### config.mk
export PLATFORM = sky130hd
export DESIGN_NAME = mem_stage
export DESIGN_NICKNAME = d
export VERILOG_FILES = /design/src/rtl/mem_stage_pkg.sv /design/src/rtl/mem_lane_align.sv /design/src/rtl/mem_stage.sv
export SDC_FILE = /design/constraint.sdc
export NUM_CORES = 1
export LEC_CHECK = 0
export BUFFER_PORTS_ARGS = -buffer_cell sky130_fd_sc_hd__buf_4
export CORE_AREA = 2 2 211 213
export DETAILED_ROUTE_END_ITERATION = 7
export DIE_AREA = 0 0 213 215
export GPL_ROUTABILITY_DRIVEN = 1
export HOLD_SLACK_MARGIN = 0.12
export REMOVE_ABC_BUFFERS = 1
export SLEW_MARGIN = 25
export SYNTH_ARGS = -nofsm -noshare
export SYNTH_HDL_FRONTEND = slang
export SYNTH_SLANG_ARGS = --single-unit
### constraint.sdc
create_clock -name clk -period 4.66 [get_ports clk]
set_input_delay 0.466 -clock clk [delete_from_list [all_inputs] [get_ports clk]]
set_output_delay 0.466 -clock clk [all_outputs]
set_load 0.005 [all_outputs]
### src/rtl/mem_stage_pkg.sv
// mem_stage_pkg: shared widths, opcodes, sentinel values, access-size and
// FSM-state enums for the 64-bit RISC-V memory-access stage.
package mem_stage_pkg;

   localparam int unsigned RegBus     = 64;
   localparam int unsigned AddrBus    = 64;
   localparam int unsigned RegAddrBus = 5;
   localparam int unsigned OpcodeBus  = 7;
   localparam int unsigned FunctBus3  = 3;

   localparam logic [OpcodeBus-1:0] Opcode_Load    = 7'b0000011;
   localparam logic [OpcodeBus-1:0] Opcode_Store   = 7'b0100011;
   localparam logic [OpcodeBus-1:0] Opcode_InValid = 7'b0000000;

   localparam logic [AddrBus-1:0] Invalid_pc = '0;

   localparam logic WriteEnable  = 1'b1;
   localparam logic WriteDisable = 1'b0;

   // Access size, encoded as funct3[1:0].
   typedef enum logic [1:0] {
      MEM_B = 2'b00,
      MEM_H = 2'b01,
      MEM_W = 2'b10,
      MEM_D = 2'b11
   } mem_size_e;

   typedef enum logic [1:0] {
      MEM_IDLE      = 2'b00,
      MEM_REQ_WAIT  = 2'b01,
      MEM_RESP_WAIT = 2'b10,
      MEM_DONE      = 2'b11
   } mem_state_e;

   // True when the low address bits are not a multiple of the access size.
   function automatic logic addr_misaligned(input logic [2:0] off, input mem_size_e size);
      logic r;
      case (size)
         MEM_B:   r = 1'b0;
         MEM_H:   r = off[0];
         MEM_W:   r = |off[1:0];
         default: r = |off;
      endcase
      return r;
   endfunction

endpackage

### src/rtl/mem_lane_align.sv
// mem_lane_align: purely combinational byte-lane logic for the memory stage.
//   off_i        in  3   byte offset within the doubleword (addr[2:0])
//   size_i       in  2   access size (mem_size_e)
//   zext_i       in  1   1 = zero-extend load data, 0 = sign-extend
//   store_data_i in  64  rs2 value to be stored
//   rdata_i      in  64  aligned doubleword returned by memory
//   wmask_o      out 8   byte-enable mask shifted into place
//   wdata_o      out 64  store data shifted into its byte lanes
//   load_o       out 64  extracted and extended load data
module mem_lane_align
   import mem_stage_pkg::*;
(
   input  logic [2:0]        off_i,
   input  mem_size_e         size_i,
   input  logic              zext_i,
   input  logic [RegBus-1:0] store_data_i,
   input  logic [RegBus-1:0] rdata_i,
   output logic [7:0]        wmask_o,
   output logic [RegBus-1:0] wdata_o,
   output logic [RegBus-1:0] load_o
);

   logic [7:0]        base_mask;
   logic [5:0]        bit_shift;
   logic [RegBus-1:0] rshift;

   assign bit_shift = {off_i, 3'b000};

   always_comb begin
      case (size_i)
         MEM_B:   base_mask = 8'h01;
         MEM_H:   base_mask = 8'h03;
         MEM_W:   base_mask = 8'h0F;
         default: base_mask = 8'hFF;
      endcase
   end

   // An access that would cross the doubleword simply loses its upper lanes.
   assign wmask_o = base_mask << off_i;
   assign wdata_o = store_data_i << bit_shift;
   assign rshift  = rdata_i >> bit_shift;

   always_comb begin
      case (size_i)
         MEM_B:   load_o = zext_i ? {56'b0, rshift[7:0]}  : {{56{rshift[7]}},  rshift[7:0]};
         MEM_H:   load_o = zext_i ? {48'b0, rshift[15:0]} : {{48{rshift[15]}}, rshift[15:0]};
         MEM_W:   load_o = zext_i ? {32'b0, rshift[31:0]} : {{32{rshift[31]}}, rshift[31:0]};
         default: load_o = rshift;
      endcase
   end

endmodule

### src/rtl/mem_stage.sv
// mem_stage: memory-access stage between EX/MEM and MEM/WB.
// Runs loads/stores over a request/response data-memory port, stalls the
// pipeline while an access is outstanding, and passes non-memory
// instructions straight through in the same cycle.
// Ports:
//   clk, rst                   clock, synchronous active-high reset
//   rd_addr_i/wreg_i/wdata_i   EX/MEM destination, write flag, ALU result (address)
//   store_data_i, pc_i         rs2 value, instruction PC (Invalid_pc = bubble)
//   opcode_i, funct3_i         instruction decode fields
//   rd_addr_o/wreg_o/wdata_o/pc_o  MEM/WB fields
//   mem_stall_req_o            stall request to pipeline control
//   dmem_*                     data-memory request/response port
//   misalign_o                 misaligned-access flag
// Optional feature: define MEM_MISALIGN_CHECK_EN to trap misaligned accesses
// (no request issued, misalign_o pulses, op retires without a write).
module mem_stage
   import mem_stage_pkg::*;
(
   input  logic                  clk,
   input  logic                  rst,
   input  logic [RegAddrBus-1:0] rd_addr_i,
   input  logic                  wreg_i,
   input  logic [RegBus-1:0]     wdata_i,
   input  logic [RegBus-1:0]     store_data_i,
   input  logic [AddrBus-1:0]    pc_i,
   input  logic [OpcodeBus-1:0]  opcode_i,
   input  logic [FunctBus3-1:0]  funct3_i,
   output logic [RegAddrBus-1:0] rd_addr_o,
   output logic                  wreg_o,
   output logic [RegBus-1:0]     wdata_o,
   output logic [AddrBus-1:0]    pc_o,
   output logic                  mem_stall_req_o,
   output logic                  dmem_req_o,
   output logic                  dmem_we_o,
   output logic [AddrBus-1:0]    dmem_addr_o,
   output logic [RegBus-1:0]     dmem_wdata_o,
   output logic [7:0]            dmem_wmask_o,
   input  logic                  dmem_ready_i,
   input  logic                  dmem_rvalid_i,
   input  logic [RegBus-1:0]     dmem_rdata_i,
   output logic                  misalign_o
);

   mem_state_e        state_q, state_d;
   logic [RegBus-1:0] load_q, load_d;
   logic [RegBus-1:0] load_ext;
   logic              is_load, is_store, mem_op, misaligned;
   mem_size_e         size;

   assign is_load  = (opcode_i == Opcode_Load);
   assign is_store = (opcode_i == Opcode_Store);
   assign mem_op   = (is_load || is_store) && (pc_i != Invalid_pc);
   assign size     = mem_size_e'(funct3_i[1:0]);

   assign dmem_we_o   = is_store;
   assign dmem_addr_o = wdata_i;

   mem_lane_align u_align (
      .off_i        (wdata_i[2:0]),
      .size_i       (size),
      .zext_i       (funct3_i[2] & is_load),
      .store_data_i (store_data_i),
      .rdata_i      (dmem_rdata_i),
      .wmask_o      (dmem_wmask_o),
      .wdata_o      (dmem_wdata_o),
      .load_o       (load_ext)
   );

`ifdef MEM_MISALIGN_CHECK_EN
   logic misalign_q;
   assign misaligned = mem_op && addr_misaligned(wdata_i[2:0], size);
   // Set only on the IDLE->DONE trap transition, so it lasts exactly the DONE cycle.
   always_ff @(posedge clk) begin
      if (rst) misalign_q <= 1'b0;
      else     misalign_q <= (state_q == MEM_IDLE) && misaligned;
   end
   assign misalign_o = misalign_q;
`else
   assign misaligned = 1'b0;
   assign misalign_o = 1'b0;
`endif

   always_ff @(posedge clk) begin
      if (rst) begin
         state_q <= MEM_IDLE;
         load_q  <= '0;
      end else begin
         state_q <= state_d;
         load_q  <= load_d;
      end
   end

   always_comb begin
      state_d    = state_q;
      load_d     = load_q;
      dmem_req_o = 1'b0;
      case (state_q)
         MEM_IDLE, MEM_REQ_WAIT: begin
            if (mem_op || state_q == MEM_REQ_WAIT) begin
               if (misaligned) begin
                  state_d = MEM_DONE;
               end else begin
                  dmem_req_o = 1'b1;
                  // rvalid only counts when it accompanies the accepting ready.
                  if (dmem_ready_i && dmem_rvalid_i) begin
                     state_d = MEM_DONE;
                     if (is_load) load_d = load_ext;
                  end else if (dmem_ready_i) begin
                     state_d = MEM_RESP_WAIT;
                  end else begin
                     state_d = MEM_REQ_WAIT;
                  end
               end
            end
         end
         MEM_RESP_WAIT: begin
            if (dmem_rvalid_i) begin
               state_d = MEM_DONE;
               if (is_load) load_d = load_ext;
            end
         end
         default: state_d = MEM_IDLE;
      endcase
   end

   always_comb begin
      mem_stall_req_o = mem_op && (state_q != MEM_DONE);
      rd_addr_o       = rd_addr_i;
      wreg_o          = wreg_i;
      wdata_o         = wdata_i;
      pc_o            = pc_i;
      if (mem_stall_req_o) begin
         rd_addr_o = '0;
         wreg_o    = WriteDisable;
         wdata_o   = '0;
         pc_o      = Invalid_pc;
      end else if (mem_op && state_q == MEM_DONE) begin
         if (is_store || misalign_o) begin
            wreg_o  = WriteDisable;
            wdata_o = '0;
         end else begin
            wdata_o = load_q;
         end
      end
   end

endmodule

Yosys cells after proc, flatten, opt, wreduce, memory -nomap -nowiden --
Index checks and enable logic that the tools add are counted.
Storage, ports and cells: logic and storage cells 55, memories kept 0, bits in registers 66, output and inout port bits 274, bits in writable memories 0, latch bits 0, ROM bits 0
Cells by class: $add $sub $neg 0, bitwise logic cells 1, reductions and logical operators 13, equality and inequality tests 11, shifts and indexed selects 3, magnitude comparators 0, div/mod/pow operators 0, mux-type cells 25, $mul 0
Operators with widths (count):
- 64-bit 2-to-1 mux | 11
- 64-bit one-hot mux with 3 select lines | 1
- 64-bit one-hot mux with 2 select lines | 1
- 64-bit nonzero test | 1
- 64-bit by 6-bit << shifter with 64-bit output | 1
- 64-bit by 6-bit right shift with 64-bit output | 1
- 8-bit one-hot mux with 3 select lines | 1
- 2-bit 2-to-1 mux | 4
- 2-bit inequality test (second input constant) | 4
- 8-bit by 3-bit << shifter with 8-bit output | 1
- 7-bit by 2-bit equality test with 1-bit output (second input constant) | 1
- 7-bit by 6-bit equality test with 1-bit output (second input constant) | 1
- 2-bit equality test (second input constant) | 3
- 1-bit 2-to-1 mux | 5
- 5-bit 2-to-1 mux | 1
- 2-bit by 1-bit equality test with 1-bit output (second input constant) | 2
- 1-bit logical AND | 4
- 2-bit logical NOT | 2
- 2-bit one-hot mux with 2 select lines | 1
- 4-bit AND reduction | 1
- 1-bit logical OR | 2
- 2-bit AND reduction | 1
- 2-bit nonzero test | 1
- 2-bit OR reduction | 1
- 1-bit bitwise AND | 1

Depth between registers and ports, before layout --
Gate-level depths: netlist of run 1.
word-level depth 8, mapped depth 10

Cells and area by module --
From an unflattened synthesis of run 1, not the netlist that was laid out.
Second synthesis, totals: cells, all modules 1160, area total of the unflattened synthesis 8700.8 um2
Modules (own cells, without submodules):
- mem_lane_align | sequential area each 0.0 um2, area each 4390.5 um2, instances 1, cells an instance 600
- mem_stage | sequential area each 1321.3 um2, area each 4310.4 um2, instances 1, cells an instance 560

Least setup slack after synthesis of run 1 --
No wires, ideal clock.
path type in2out, start input pc_i[39], end output pc_o[58], path slack 2.038 ns, stages on the path 8, arrival time 2.156 ns, required time 4.194 ns, path through nor4_1 nand4_1 or4_1 clkbuf_1 and3_1 clkbuf_1 clkbuf_1 nor2b_1
Between the ends: cells in the longest elaborated chain, start to end 4
Ends and longest elaborated chain:
- start: declaration | line mem_stage.sv:25 | input logic [AddrBus-1:0] pc_i,
- 64-bit nonzero test | line mem_stage.sv:52 | assign mem_op = (is_load || is_store) && (pc_i != Invalid_pc);
- 1-bit logical AND | line mem_stage.sv:52
- 1-bit logical AND | line mem_stage.sv:127 | mem_stall_req_o = mem_op && (state_q != MEM_DONE);
- net mem_stall_req_o | line mem_stage.sv:32 | output logic mem_stall_req_o,
- 64-bit 2-to-1 mux | line mem_stage.sv:132 | if (mem_stall_req_o) begin
- end: declaration | line mem_stage.sv:31 | output logic [AddrBus-1:0] pc_o,
The timed path passes the listed nets, and every way through them passes these cells.

Worst setup path in the final report of run 1 --
start input pc_i[39], end output pc_o[44]
Between the ends: cells in the longest elaborated chain, start to end 4
Ends and longest elaborated chain (line):
- 64-bit nonzero test | mem_stage.sv:52
- 1-bit logical AND | mem_stage.sv:52
- 1-bit logical AND | mem_stage.sv:127
- 64-bit 2-to-1 mux | mem_stage.sv:132
Every way passes these cells.

==> results of run 1 <==
flip-flops by register name, indices dropped and copies added, names as in the netlist:
| signal | cells |
|---|---|
| load_q | 64 |
| state_q | 2 |
critical path: stages:
cell     delay (ns)
buf_4          0.11
nor4_1         0.67
buf_4          0.22
nand4_1        0.15
or4_2          0.71
and3_2         0.47
buf_4          0.34
nor2b_1        0.22
buf_4          0.15
worst min path at each step:
| stage | from | endpoint | slack (ns) |
|---|---|---|---|
| final | dmem_ready_i | state_q[1] | 0.41 |
| after global routing | dmem_ready_i | state_q[1] | 0.41 |
| after CTS | dmem_ready_i | state_q[1] | 0.39 |
| after detailed placement | load_q[7] | load_q[7] | 0.47 |
| after global placement | load_q[7] | load_q[7] | 0.46 |
| after floorplan | load_q[7] | load_q[7] | 0.45 |
kinds of logic after synthesis:
group | count (synthesis) | share of synthesized area
compound gates | 321 | 0.289
buf+inv | 190 | 0.126
other cells | 1 | 0.000449
flops | 66 | 0.158
simple gates | 374 | 0.213
mux | 132 | 0.213
per-stage QoR:
step                      cell area [um2]  hold WS (ns)
after floorplan                      7310         0.448
after global placement              12400         0.464
after detailed placement            12500         0.472
after CTS                           12700         0.387
after global routing                12800         0.407
final                               12800         0.411
metal layers:
| layer | up-vias | wire, um |
|---|---|---|
| met2 | 554 | 24300 |
| li1 | 4780 | - |
| met5 | - | 0 |
| met1 | 5095 | 20000 |
| met3 | 55 | 3440 |
| met4 | 0 | 952 |
power by group:
part	total [W]	switching (W)	internal [W]
Combinational	0.00100	0.000472	0.000532
Sequential	0.000568	0.00000153	0.000566
Clock	0.000642	0.000270	0.000372
Total	0.00221	0.000744	0.00147
placed cells by master, fill, tap and decap left out, types with 47 or more instances in the layout:
cell / netlist / final
dfxtp_1: 66 / 66
nor2b_1: 74 / 72
nor2_1: 71 / 69
nand2_1: 156 / 156
mux2i_1: 57 / 57
a21oi_1: 48 / 47
a211oi_1: 87 / 87
a2bb2oi_1: 68 / 68
buf_4: 71 / 576
layout make-up:
class | instances | share of cell area
Timing Repair Buffer | 578 | 0.341
Sequential cell | 66 | 0.104
Tap cell | 592 | 0.0581
Antenna cell | 1 | 0.000196
Multi-Input combinational cell | 828 | 0.474
Clock inverter | 5 | 0.00235
Inverter | 5 | 0.00147
Clock buffer | 11 | 0.0190
==> flow_summary_export.csv, run 1 <==
group,metric,value,unit
status,status,"finished, final reports clean",
floorplanning,core_area,43600,um2
cells_and_area,post-route-util,0.292,
global_route,antenna_found_initial,1,
timing,finalWorstSetupSlack,0.663,ns
timing,rsz0062_at_grt,"no",
worst_setup_path,r2r_slack,2.51,ns
clock_network,ctsResizeCount,0,
floorplanning,die_h,215,um
worst_setup_path,cp_max_fo,34,
synthesis,async_flop_share,0,
synthesis,synth.most_common_cell,"nand2_1",
worst_hold_path,worstHoldPathType,"input port to flop",
drt,drtIter0Drc,551,
clock_network,post_cts_buffers,0,
clock_network,cts_sinks,66,
global_route,grt_pass1_wl,68700,um
cells_and_area,layout.cells.non_filler,2086,
placement,io_buffers,548,
global_route,grt_max_degree,69,
synthesis,synth_commonest_cells,"nand2_1, a211oi_1, nor2b_1",
global_route,gr-usage-met2,0.353,
power,power,0.00221,W
timing,finalSetupTns,0,ns
synthesis,yosysTopAreaCell,"dfxtp_1",
cells_and_area,multi_input_area,6050,um2
worst_setup_path,startpoint_type,"input port",
synthesis,netlist_area,8340,um2
drt,wl_per_cell,23.3,um
timing,finalHoldViolations,0,
worst_setup_path,crit_arrival,3.53,ns
worst_setup_path,reg2reg_to,"load_q[51]",
synthesis,syn_avg_cell_area,7.70,um2
global_route,grt_pass1_vias,10300,
synthesis,seq_area_frac_synth,0.158,
worst_setup_path,crit_type,"input port to output port",
placement,placed_cells_incl_taps,2069,
timing,fin_crit_sh,0.858,
synthesis,ys_warn_count,0,
placement,dpl_worst_slack,0.706,ns
power,power_density,174,nW/um2
synthesis,ys.flop_type,"dfxtp_1",
clock_network,clockRootBuffer,"clkbuf_16",
global_route,grt_use_met3,0.0327,
worst_setup_path,required,4.19,ns
drt,drc,0,
timing,worstMarginPinSlew,1.02,ns
floorplanning,ios,550,
worst_setup_path,worstRegToRegCells,5,
run,max-cap-violations,0,
worst_setup_path,crit_end,"pc_o[44]",
synthesis,synth-seq-cells,66,
floorplanning,die_w,213,um
clock_network,cts_buffers,9,
timing,clock.fmax,0.250,GHz
power,ir_worst_vdd,0.116,mV
power,p_leak,5.35,nW
worst_setup_path,end_kind,"output port",
timing,slew_headroom,0.320,
placement,dp_hpwl,36700,um
clock_network,htreeDepth,3,
clock_network,holdBufCountCts,0,
floorplanning,start_util,0.191,
clock_network,clk_pin_slew,0.06,ns
global_route,top_usage_layer,"met2",
cells_and_area,fillers,4783,
timing,finClkSkew,0.00736,ns
global_route,grt_use_met1,0.252,
clock_network,clock_path_buffers,2,
timing,fin_crit,4.00,ns
synthesis,netlist.area_leader.share,0.158,
cells_and_area,regArea,1320,um2
worst_hold_path,whs_path_depth,3,
timing,setup_violations,0,
drt,vias_per_cell,5.03,
global_route,grt_use_total,0.201,
synthesis,synth.top_cells.by_area,"dfxtp_1, mux4_2, a211oi_1, a2bb2oi_1, nand2_1",
cells_and_area,area_delta_synth_final,52.9,%
worst_setup_path,worstReg2RegStart,"state_q[1]",
synthesis,synth_edf_count,0,
global_route,grt_overflow,0,
worst_setup_path,setup.worst_path.start,"pc_i[39]",
drt,ant_nets,0,
floorplanning,rows,77,
cells_and_area,layout-drive-gt1-share,0.465,
drt,drtPass1Iterations,4,
clock_network,insertion_delay,0.34,ns
cells_and_area,nNetsFinal,1764,
floorplanning,fp.dieArea,45800,um2
synthesis,yosysUniqueCellTypes,46,
placement,place_congestion,0.974,
drt,routed_wl,48600,um
drt,vias,10500,
synthesis,synthCells,1084,
timing,report.final.slew_viol_count,0,
clock_network,cts_tree,"done",
Power figures use the tool's default switching activity.
==> run 2, diff against run 1 <==
--- a/config.mk
+++ b/config.mk
@@ -11,7 +11,6 @@
 export DIE_AREA = 0 0 213 215
 export GPL_ROUTABILITY_DRIVEN = 1
 export HOLD_SLACK_MARGIN = 0.12
-export REMOVE_ABC_BUFFERS = 1
 export SLEW_MARGIN = 25
 export SYNTH_ARGS = -nofsm -noshare
 export SYNTH_HDL_FRONTEND = slang
==> run 2 against run 1 <==
  * Count of clock-buffer cells in the layout is 2 lower
  * First-iteration DRC count increased by 36%
  * Cell count down 0.24%
  * Final area is essentially flat
  * Via count shrank 0.16%
  * Power is 4.5% higher
  * Hold slack better by 0.028 ns
  * Clock power rose by 18%
  * Largest power group unchanged
  * Global-route usage is 0.61 points higher
==> flow_summary_export.csv, run 2 (synthesized netlist as in run 1, its figures left out) <==
group,metric,value,unit
clock_network,clk_pin_slew,0.06,ns
timing,worstMarginPinSlew,1.10,ns
drt,vias,10500,
floorplanning,start_util,0.191,
clock_network,cts_sinks,66,
cells_and_area,largestRegisters,"load_q (64), state_q (2)",
worst_setup_path,cp_max_fo,79,
floorplanning,fp.dieArea,45800,um2
drt,ant_nets,0,
placement,dpl_cell_area,12400,um2
timing,fin_crit,3.30,ns
power,p_leak,5.32,nW
drt,drtPass1Iterations,5,
clock_network,holdBufCountCts,0,
synthesis,synthesis.nets,1360,
timing,finalHoldViolations,0,
worst_setup_path,crit_type,"input port to output port",
global_route,grt_pass1_wl,69800,um
power,ir_worst_vdd,0.151,mV
global_route,grt_use_total,0.207,
cells_and_area,layout_commonest_cell,"buf_4",
timing,finalSetupTns,0,ns
clock_network,insertion_delay,0.34,ns
floorplanning,ios,550,
placement,place_congestion,0.864,
cells_and_area,layout-drive-gt1-share,0.462,
timing,slew_headroom,0.265,
timing,fin_crit_sh,0.709,
placement,io_buffers,548,
worst_setup_path,r2r_slack,2.18,ns
cells_and_area,area_delta_synth_final,52.9,%
global_route,grt_pass1_vias,10300,
global_route,grt_overflow,0,
floorplanning,core_area,43600,um2
global_route,grt_max_degree,80,
floorplanning,die_h,215,um
timing,report.final.slew_viol_count,0,
clock_network,cts_buffers,9,
floorplanning,rows,77,
timing,finClkSkew,0.00839,ns
run,max-cap-violations,0,
clock_network,cts_tree,"done",
drt,drtIter0Drc,747,
drt,drc,0,
cells_and_area,fillers,4751,
drt,routed_wl,50000,um
cells_and_area,nNetsFinal,1755,
placement,dp_hpwl,40100,um
timing,setup_violations,0,
cells_and_area,largest-register,"load_q",
clock_network,ctsResizeCount,0,
drt,wl_per_cell,24.0,um
worst_setup_path,startpoint_type,"input port",
timing,rsz0062_at_grt,"no",
worst_setup_path,required,4.19,ns
clock_network,clock_path_buffers,2,
timing,clock.fmax,0.303,GHz
clock_network,post_cts_buffers,0,
clock_network,clockRootBuffer,"clkbuf_16",
drt,vias_per_cell,5.03,
cells_and_area,largest_register_ffs,64,
power,power_density,181,nW/um2
worst_setup_path,end_kind,"output port",
worst_hold_path,worstHoldPathType,"input port to flop",
cells_and_area,final_area,12800,um2
floorplanning,die_w,213,um
global_route,antenna_found_initial,9,
cells_and_area,final_cell_mix,"buf_4, nand2_1, a211oi_1, nor2b_1, nor2_1",
worst_setup_path,crit_arrival,2.84,ns
status,status,"finished, final reports clean",
clock_network,htreeDepth,3,
==> run 2: cell types whose count changed in the layout (fill, tap and decap cells not counted), sizes merged <==
cell and delta:
buf -9, inv +1, diode +4, clkinv -1
clkbuf -2, bufinv +2
==> run 2: per-stage QoR <==
step           utilization  hold slack (ns)  std cells  setup slack (ns)  total power, W
3_3_place_gp         0.284            0.469       2059              1.13         0.00156
5_1_grt              0.292            0.449       2080              1.16         0.00241
2_1_floorplan            -            0.448       1084              2.04         0.00103
4_1_cts              0.291            0.431       2075              1.12         0.00232
6_report             0.292            0.439       2081              1.36         0.00231
3_5_place_dp         0.284            0.476       2059              1.14         0.00157
==> run 2: area by class of cell <==
cell class,count,area [um2],area share
diodes,5,12.5,0.000981
clock buffers,9,225,0.0177
clock inverters,7,101,0.00794
inverters,5,18.8,0.00147
multi-input cells,828,6030,0.473
flip-flops and latches,66,1320,0.104
well taps,592,741,0.0581
repair buffers,569,4310,0.338
==> run 2: path summary, 6_finish.rpt <==
check / to / cells after the start / from
setup / recovery: dmem_wdata_o[61] / 7 / wdata_i[0]
hold / removal: load_q[63] / 3 / dmem_rdata_i[63]
setup reg to reg: load_q[1] / 5 / state_q[1]
hold reg to reg: load_q[7] / 2 / load_q[7]
==> run 2: worst max-delay path, cell delays in order <==
cell and delay (ns):
buf_6 0.53, buf_4 0.79, mux2_2 0.42, nor2_1 0.09, a21oi_1 0.07, mux2_2 0.31, buf_4 0.14
==> run 2: metal layers <==
layer  routed length [um]  GRT usage
met2                27900      0.411
met1                16900      0.207
met4                 1040     0.0636
met5                   41          0
met3                 4050     0.0506
==> run 2: where the power goes <==
part	total, W	leakage [nW]	switching [W]	internal (W)
Sequential	0.000567	0.531	0.00000150	0.000566
Clock	0.000755	0.152	0.000283	0.000472
Combinational	0.000992	4.64	0.000467	0.000525
Total	0.00231	5.32	0.000751	0.00156
==> run 3, diff against run 2 <==
--- a/config.mk
+++ b/config.mk
@@ -5,10 +5,11 @@
 export SDC_FILE = /design/constraint.sdc
 export NUM_CORES = 1
 export LEC_CHECK = 0
+export ABC_AREA = 1
 export BUFFER_PORTS_ARGS = -buffer_cell sky130_fd_sc_hd__buf_4
-export CORE_AREA = 2 2 211 213
+export CORE_AREA = 2 2 212 214
 export DETAILED_ROUTE_END_ITERATION = 7
-export DIE_AREA = 0 0 213 215
+export DIE_AREA = 0 0 214 216
 export GPL_ROUTABILITY_DRIVEN = 1
 export HOLD_SLACK_MARGIN = 0.12
 export SLEW_MARGIN = 25
==> constraint.sdc (replaced) <==
create_clock -name clk -period 3.4 [get_ports clk]
set_input_delay 0.34 -clock clk [delete_from_list [all_inputs] [get_ports clk]]
set_output_delay 0.34 -clock clk [all_outputs]
set_load 0.005 [all_outputs]
==> run 3 against run 2 <==
  * Synthesized area up 8.5%
  * Sequential cell count unchanged
  * Power up 31%
  * Critical path depth up 3
  * Combinational power up 39%
  * Largest cell class unchanged
  * Highest routed layer is now met4
==> flow_summary_export.csv, run 3 <==
group,metric,value,unit
status,status,"finished, final reports clean",
synthesis,netlist.area_leader.share,0.229,
timing,setup_violations,0,
timing,report.final.slew_viol_count,0,
global_route,grt_max_degree,87,
drt,wl_per_cell,18.7,um
timing,finalWorstSetupSlack,0.572,ns
cells_and_area,largest-register,"load_q",
synthesis,yosysUniqueCellTypes,31,
cells_and_area,largestRegisters,"load_q (64), state_q (2)",
run,max-cap-violations,0,
clock_network,htreeDepth,3,
worst_hold_path,whs_path_depth,2,
worst_hold_path,worstHoldPathType,"input port to flop",
worst_hold_path,hold_end,"state_q[1]",
placement,dpl_worst_slack,0.574,ns
synthesis,ys_warn_count,0,
clock_network,holdBufCountCts,0,
timing,finalHoldViolations,0,
worst_setup_path,crit_arrival,2.49,ns
worst_setup_path,cp_max_fo,67,
timing,fin_crit_sh,0.832,
power,power_density,226,nW/um2
cells_and_area,largest_register_ffs,64,
floorplanning,die_h,216,um
synthesis,yosysTopAreaCell,"nand2_1",
floorplanning,die_w,214,um
synthesis,ys.flop_type,"dfxtp_1",
timing,fin_crit,2.83,ns
cells_and_area,nNetsFinal,2470,
synthesis,synthCells,1796,
worst_setup_path,critPathMaxStageDelay,0.71,ns
worst_setup_path,startpoint_type,"input port",
timing,fin_hold_ws,0.198,ns
global_route,grt_pass1_wl,77100,um
cells_and_area,fillers,5045,
clock_network,insertion_delay,0.33,ns
timing,worstMarginPinSlew,0.950,ns
drt,highest_layer,"met4",
worst_setup_path,required,3.06,ns
worst_setup_path,cp_num_buf_inv,4,
synthesis,synth.top_cells.by_area,"nand2_1, dfxtp_1, o21ai_0, inv_1, nor2_1",
floorplanning,rows,77,
cells_and_area,layout-drive-gt1-share,0.279,
cells_and_area,post-route-util,0.306,
cells_and_area,layout_commonest_cell,"buf_4",
clock_network,ctsResizeCount,0,
worst_setup_path,crit_slowest_cell,"inv_2",
synthesis,synth.most_common_cell,"nand2_1",
clock_network,clockRootBuffer,"clkbuf_16",
drt,drc,0,
power,p_leak,7.65,nW
timing,finClkSkew,0.00518,ns
cells_and_area,final_cell_mix,"buf_4, nand2_1, inv_1, nor2_1, o21ai_0",
placement,dp_hpwl,44300,um
worst_setup_path,end_kind,"output port",
drt,ant_nets,0,
power,ir_worst_vdd,0.164,mV
drt,vias,12600,
clock_network,clock_path_buffers,2,
worst_hold_path,min_from,"rst",
worst_setup_path,reg2reg_to,"load_q[52]",
synthesis,synthesis.nets,2072,
timing,rsz0062_at_grt,"no",
worst_setup_path,crit_type,"input port to output port",
worst_setup_path,crit_chain,"buf_4, nor2_1, nand2_1, nor3_2, nand2_2, inv_2, o21ai_0, o21ai_0, inv_1, buf_4",
global_route,antenna_found_initial,5,
drt,drtIter0Drc,883,
clock_network,clk_pin_slew,0.06,ns
cells_and_area,area_delta_synth_final,48.0,%
floorplanning,core_area,43800,um2
placement,place_congestion,0.988,
placement,io_buffers,548,
synthesis,synth_commonest_cells,"nand2_1, inv_1, nor2_1",
floorplanning,ios,550,
timing,clock.fmax,0.354,GHz
synthesis,synth-seq-cells,66,
clock_network,cts_buffers,9,
global_route,grt_use_total,0.217,
drt,routed_wl,52400,um
synthesis,synth_edf_count,0,
synthesis,seq_area_frac_synth,0.146,
global_route,grt_overflow,0,
worst_setup_path,crit_family,"buffers and inverters",
global_route,grt_pass1_vias,12000,
clock_network,cts_tree,"done",
drt,wl_met2,27700,um
worst_setup_path,worstReg2RegStart,"state_q[1]",
drt,drtPass1Iterations,7,
worst_setup_path,worstRegToRegCells,9,
timing,finalSetupTns,0,ns
worst_setup_path,r2r_slack,1.28,ns
synthesis,netlist_area,9050,um2
drt,met3_length,4230,um
worst_setup_path,setup.worst_path.start,"opcode_i[3]",
drt,vias_per_cell,4.52,
drt,wl_met1,19100,um
clock_network,cts_sinks,66,
clock_network,post_cts_buffers,0,
floorplanning,start_util,0.207,
synthesis,syn_avg_cell_area,5.04,um2
timing,slew_headroom,0.366,
synthesis,async_flop_share,0,
floorplanning,fp.dieArea,46200,um2
run 3: kinds of logic (layout without fill, tap and decap cells):
group	after synthesis	count (layout)	share of synthesized area
simple gates	954	954	0.428
buf+inv	465	868	0.232
compound gates	286	286	0.167
flops	66	66	0.146
mux	24	24	0.0265
other cells	1	4	0.000414
run 3: where the power goes:
| part | internal, W | total [W] | switching [W] | leakage, nW |
|---|---|---|---|---|
| logic | 0.000646 | 0.00138 | 0.000739 | 6.99 |
| clock network | 0.000513 | 0.000876 | 0.000363 | 0.131 |
| registers | 0.000774 | 0.000774 | 0.000000389 | 0.531 |
run 3: worst register-to-register path, delay by kind of cell, from the launching register on:
kind	cells	cell delay, ns
compound gates	2	0.27
buf+inv	3	0.65
flops	1	0.37
simple gates	4	0.73
run 3: cell type report:
type / instances / area, um2 / share of cell area
clock inverter: 6 / 41.3 / 0.00308
multi-input combinational: 1265 / 5650 / 0.421
clock buffer: 10 / 239 / 0.0178
sequential: 66 / 1320 / 0.0986
antenna: 3 / 7.51 / 0.000560
timing repair buffer: 577 / 4370 / 0.326
inverter: 275 / 1030 / 0.0772
tap: 592 / 741 / 0.0553
run 3: how the worst max path moves through the flow:
stage | cells after the start | endpoint | slack (ns)
2_1_floorplan | 6 | dmem_wdata_o[55] | 1.52
3_3_place_gp | 10 | wdata_o[54] | 0.57
3_5_place_dp | 10 | wdata_o[54] | 0.57
4_1_cts | 10 | wdata_o[54] | 0.56
5_1_grt | 13 | wdata_o[32] | 0.36
6_report | 10 | wdata_o[54] | 0.57
run 3: stage by stage:
| stage | area [um2] | cells | total power (W) |
|---|---|---|---|
| floorplan | 9050 | 1796 | 0.00142 |
| global placement | 13100 | 2775 | 0.00218 |
| detailed placement | 13100 | 2775 | 0.00218 |
| CTS | 13400 | 2791 | 0.00306 |
| global route | 13400 | 2794 | 0.00322 |
| finish | 13400 | 2794 | 0.00303 |
run 3: metal layers:
| metal | up-vias | GRT usage |
|---|---|---|
| met1 | 5694 | 0.230 |
| met5 | - | 0 |
| met4 | 0 | 0.0639 |
| met2 | 584 | 0.422 |
| li1 | 6309 | - |
| met3 | 53 | 0.0517 |
